<file path="src/rtl/pipe_sequencer.sv">
// Central sequencing controller for the fetch/decode/exec-dmem/writeback pipeline.
// Owns the PC, drives the stage enables and bubble strobes, and arbitrates stall causes.
module pipe_sequencer #(
  parameter int                 BIN_DIG      = 32,
  parameter logic [BIN_DIG-1:0] RESET_PC     = '0,
  parameter int                 DMEM_TIMEOUT = 15
) (
  input  logic               CLK,
  input  logic               RST,
  input  logic               start,
  input  logic [4:0]         dec_rs1,
  input  logic [4:0]         dec_rs2,
  input  logic               dec_uses_rs2,
  input  logic               halt_req,
  input  logic [4:0]         ex_rd,
  input  logic               ex_is_load,
  input  logic               br_taken,
  input  logic [BIN_DIG-1:0] br_target,
  input  logic               dmem_req,
  input  logic               dmem_ack,
  output logic [BIN_DIG-1:0] pc,
  output logic               if_en,
  output logic               id_en,
  output logic               ex_en,
  output logic               wb_en,
  output logic               id_flush,
  output logic               ex_flush,
  output logic [1:0]         state,
  output logic               fault,
  output logic [15:0]        stall_cnt
);

  typedef enum logic [1:0] {
    IDLE     = 2'd0,
    RUN      = 2'd1,
    MEM_WAIT = 2'd2,
    HALTED   = 2'd3
  } state_t;

  // One action per cycle; HOLD covers IDLE/HALTED, FREEZE covers any memory stall.
  typedef enum logic [2:0] {
    ACT_HOLD,
    ACT_FREEZE,
    ACT_BRANCH,
    ACT_HALT,
    ACT_BUBBLE,
    ACT_STEP
  } act_t;

  localparam int                 WAIT_W     = (DMEM_TIMEOUT > 1) ? $clog2(DMEM_TIMEOUT) : 1;
  localparam logic [WAIT_W-1:0]  WAIT_LAST  = WAIT_W'((DMEM_TIMEOUT > 0) ? DMEM_TIMEOUT - 1 : 0);
  localparam bit                 TIMEOUT_ON = (DMEM_TIMEOUT != 0);
  localparam logic [BIN_DIG-1:0] ALIGN_MASK = BIN_DIG'(3);
  localparam logic [BIN_DIG-1:0] PC_STEP    = BIN_DIG'(4);

  state_t            state_q;
  logic [WAIT_W-1:0] wait_cnt;
  logic              load_use;
  logic              dmem_stall;
  logic              stall_event;
  act_t              resolve_act;
  act_t              act;

  assign state = state_q;

  assign load_use = ex_is_load && (ex_rd != 5'd0) &&
                    ((ex_rd == dec_rs1) || (dec_uses_rs2 && (ex_rd == dec_rs2)));

  assign dmem_stall = dmem_req && !dmem_ack;

  // Priority among the non-memory causes; the memory cause is layered on per state.
  always_comb begin
    if (br_taken)      resolve_act = ACT_BRANCH;
    else if (halt_req) resolve_act = ACT_HALT;
    else if (load_use) resolve_act = ACT_BUBBLE;
    else               resolve_act = ACT_STEP;
  end

  always_comb begin
    act = ACT_HOLD;
    unique case (state_q)
      RUN:      act = dmem_stall ? ACT_FREEZE : resolve_act;
      MEM_WAIT: act = dmem_ack ? resolve_act : ACT_FREEZE;
      default:  act = ACT_HOLD;
    endcase
  end

  always_comb begin
    if_en    = 1'b0;
    id_en    = 1'b0;
    ex_en    = 1'b0;
    wb_en    = 1'b0;
    id_flush = 1'b0;
    ex_flush = 1'b0;
    unique case (act)
      ACT_BRANCH: begin
        if_en    = 1'b1;
        id_en    = 1'b1;
        ex_en    = 1'b1;
        wb_en    = 1'b1;
        id_flush = 1'b1;
        ex_flush = 1'b1;
      end
      ACT_HALT, ACT_BUBBLE: begin
        ex_en    = 1'b1;
        wb_en    = 1'b1;
        ex_flush = 1'b1;
      end
      ACT_STEP: begin
        if_en = 1'b1;
        id_en = 1'b1;
        ex_en = 1'b1;
        wb_en = 1'b1;
      end
      default: ;
    endcase
  end

  // The drain cycle into HALTED is not counted as a stall.
  assign stall_event = ((state_q == RUN) || (state_q == MEM_WAIT)) && !if_en && (act != ACT_HALT);

  always_ff @(posedge CLK or negedge RST) begin
    if (!RST) begin
      state_q   <= IDLE;
      pc        <= RESET_PC;
      fault     <= 1'b0;
      stall_cnt <= '0;
      wait_cnt  <= '0;
    end else begin
      if (stall_event && (stall_cnt != 16'hFFFF)) stall_cnt <= stall_cnt + 16'd1;

      unique case (state_q)
        IDLE: begin
          if (start) state_q <= RUN;
        end
        RUN, MEM_WAIT: begin
          unique case (act)
            ACT_FREEZE: begin
              if (state_q == RUN) begin
                state_q  <= MEM_WAIT;
                wait_cnt <= '0;
              end else begin
                if (wait_cnt != '1) wait_cnt <= wait_cnt + WAIT_W'(1);
                if (TIMEOUT_ON && (wait_cnt == WAIT_LAST)) begin
                  state_q <= HALTED;
                  fault   <= 1'b1;
                end
              end
            end
            ACT_BRANCH: begin
              pc      <= br_target & ~ALIGN_MASK;
              state_q <= RUN;
            end
            ACT_HALT:   state_q <= HALTED;
            ACT_BUBBLE: state_q <= RUN;
            ACT_STEP: begin
              pc      <= pc + PC_STEP;
              state_q <= RUN;
            end
            default: ;
          endcase
        end
        default: ;
      endcase
    end
  end

endmodule

</file>
<file path="config.mk">
export PLATFORM = sky130hd
export DESIGN_NAME = pipe_sequencer
export DESIGN_NICKNAME = d
export VERILOG_FILES = /design/src/rtl/pipe_sequencer.sv
export SDC_FILE = /design/constraint.sdc
export NUM_CORES = 1
export LEC_CHECK = 0
export ABC_CLOCK_PERIOD_IN_PS = 3530
export CORE_MARGIN = 2
export CORE_UTILIZATION = 48
export DETAILED_ROUTE_END_ITERATION = 16
export HOLD_SLACK_MARGIN = 0.03
export PLACE_DENSITY = 0.81
export SETUP_SLACK_MARGIN = 0.3
export SYNTH_ARGS = -nofsm -noshare
export SYNTH_HDL_FRONTEND = slang
export SYNTH_SLANG_ARGS = --single-unit
</file>
<file path="constraint.sdc">
create_clock -name CLK -period 3.53 [get_ports CLK]
set_clock_uncertainty 0.2 [all_clocks]
set_input_delay 0.5295 -clock CLK [delete_from_list [all_inputs] [get_ports CLK]]
set_output_delay 0.5295 -clock CLK [all_outputs]
set_load 0.03 [all_outputs]
</file>
==> results.txt, run 1 <==
chip width = 92.8 um
Core Util, Final = 68.2%
drt drc = 0
number of global-route vias before repair = 3968
die area = 0.00861 mm2
Worst Max-Slew Pin Slew = 0.581 ns
CP bufs+invs = 3
Placer Congestion = 0.884
Synth Register Bits = 53
via count = 4060
synthesized cell area = 0.00378 mm2
status = finished clean
H-tree levels = 2
Peak VDD IR = 474 uV
Core Area = 0.00769 mm2
Hold/Removal Path Class = register to register
Sink Count = 53
RSZ-0062 raised after global routing = no
reg2reg path depth = 9
placed inst area = 0.00503 mm2
Post-DRT Antenna Nets = 0
final hold viol count = 0
antenna cells = 0
crit path max-delay cell type = clkdlybuf4s50_1
layout cell share with drive strength beyond 1 = 14.4%
Synth Flop Type = dfrtp_1
CTS tree = built
crit-path max FO = 11
WL per Instance = 17.4 um
Total Negative Setup Slacks = 0 ns
initial antenna violation count = 0
Root Driver = clkbuf_8
DR iter-0 viols = 216
Req. time, crit path = 2.80 ns
Arrival @ worst endpoint = 2.44 ns
WHS Path Cells = 1
PwrDens = 849 mW/mm2
YS warnings = 0
leakage power total = 2.07 nW
Area growth syn-to-layout = 38.7%
unique cell type count in the Yosys netlist = 71
Congestion Overflow GR = 0
io pins = 113
Max clock buf depth = 2
type of origin of the critical path = primary input
CP Depth = 6
final-report setup violation count = 0
type of destination of the critical path = output pin
Slew HR = 61.1%
GR Util All Layers = 27.0%
Initial DRT Pass Iterations = 5
dpl hpwl = 8.46 mm
Multi-input gate area = 0.00235 mm2
chain of cells forming the critical path = clkdlybuf4s50_1, or2_1, buf_4, nor2_1, nor3_4, buf_6
Seq/Total Area, Yosys = 35.1%
Pwr Total = 4.46 mW
total CTS buffers = 5
PortBufs = 108
final non-filler cell area = 0.00525 mm2
max cap viols = 0
Register Area = 0.00133 mm2
part of the cycle the worst path needs = 89.8%
final cell count without fillers = 666
Mean Syn Cell Area = 8.58 um2
pins over their slew limit = 0
Worst-path clk slew = 0.10 ns
Post-Syn Instances = 441
pin count of the biggest net entering global routing = 35
Fmax = 316 MHz
first-pass GRT wire length = 18.7 mm
Via-to-Cell Ratio = 6.10
number of flops mapped to enable cells by yosys = 0
nets@finish = 627
FP Rows = 32
Placed Cells = 649
cell family with most CP delay = buffers and inverters
post-layout minimum cycle time = 3.17 ns
WL final = 11.6 mm
Skew-Pair Late Insertion Delay = 0.32 ns
CP max stage delay = 0.56 ns
share of synthesized registers carrying an async set or reset = 100%
Starting Density = 49.2%
Die Ht = 92.8 um
filler cell count in the final layout = 623
CP Class = primary input to output pin
==> metrics by stage <==
step	setup slack [ns]	hold WS, ns
finish	0.361	0.281
global route	0.283	0.307
global placement	0.116	0.241
floorplan	0.312	0.0339
detailed placement	0.0909	0.274
CTS	0.324	0.294
==> cell families after synthesis <==
kind of cell               count (synthesis)  synth area share [%]
other                                      1                0.0991
and+or+nand+nor                          192                  26.4
DFF                                       53                  35.1
xor gates and xnor gates                  28                  6.48
AOI/OAI and AO/OA                        110                  21.7
buffers and inverters                     39                  4.96
muxes                                     10                  2.68
adders and majority gates                  8                  2.65
==> layout by cell type (no fill, tap or decap), drive strengths merged, types with 3 or more instances in the layout <==
cell type and instances:
buf 33, nand2 41, a31oi 4, nor2 45
o211a 9, nand3 30, clkdlybuf4s50 98, dlygate4sd2 6
nor4 11, xor2 15, a21oi 21, o21ai 26
clkbuf 6, nand4 17, inv 14, and3 8
ha 8, o221a 5, o22ai 3, xnor2 13
nor3 26, dfrtp 53, a211oi 4, a21o 4
a41oi 4, a221oi 3, mux2i 9
==> where the power goes <==
group | internal [mW] | switching (mW) | total (mW) | leakage (nW)
clock network | 0.141 | 0.220 | 0.362 | 0.0445
registers | 0.881 | 0.403 | 1.28 | 0.605
logic | 1.19 | 1.62 | 2.81 | 1.42
==> cell type report <==
class                   count  area share, %
inverters                  14           1.00
multi-input cells         350           44.7
repair buffers            139           24.8
clock inverters             3          0.405
clock buffers               5           1.31
flip-flops and latches     53           25.3
well taps                 102           2.43
==> metal layers <==
layer  wire length, um  global-route usage, %
met1              4600                   33.2
met2              5720                   47.5
met3               868                   4.39
met4               401                   9.44
met5                 0                      0
==> registers in the layout (all words and copies together) (netlist names) <==
register / cells
pc: 30
wait_cnt: 4
fault: 1
state: 2
stall_cnt: 16
==> final timing paths <==
path                       startpoint      endpoint  slack [ns]
max in group asynchronous         RST         pc[6]        1.81
hold / removal                  fault         fault        0.28
min in group asynchronous         RST        pc[25]        0.50
hold reg to reg                 fault         fault        0.28
setup reg to reg             state[0]  stall_cnt[9]        0.61
setup / recovery             br_taken         if_en        0.36
==> timing repair <==
action | in CTS | in global routing
pin swaps | 3 | 5
hold buffers | 1 | 0
buffers inserted | 1 | 7
gates resized for setup | 13 | 12
endpoints found under the setup margin | 6 | 4
hold endpoints to repair | 19 | 0
==> cell usage after synthesis, drive strengths merged, types with 11 or more instances <==
library cell,instances,area (um2)
inv,13,48.8
nand4,17,106
xnor2,13,114
buf,12,85.1
nand3,30,150
dfrtp,53,1330
nor2,45,171
nand2,41,154
xor2,15,131
o21ai,26,130
nor4,11,121
a21oi,21,120
nor3,26,140
clkbuf,13,50.0
(Power assumes the default switching activity.)
==> run 2, diff against run 1 <==
--- a/config.mk
+++ b/config.mk
@@ -6,6 +6,7 @@
 export NUM_CORES = 1
 export LEC_CHECK = 0
 export ABC_CLOCK_PERIOD_IN_PS = 3530
+export CAP_MARGIN = 20
 export CORE_MARGIN = 2
 export CORE_UTILIZATION = 48
 export DETAILED_ROUTE_END_ITERATION = 16
==> results of run 2 <==
No change in the layout: final DEF, timing and power equal those of run 1.
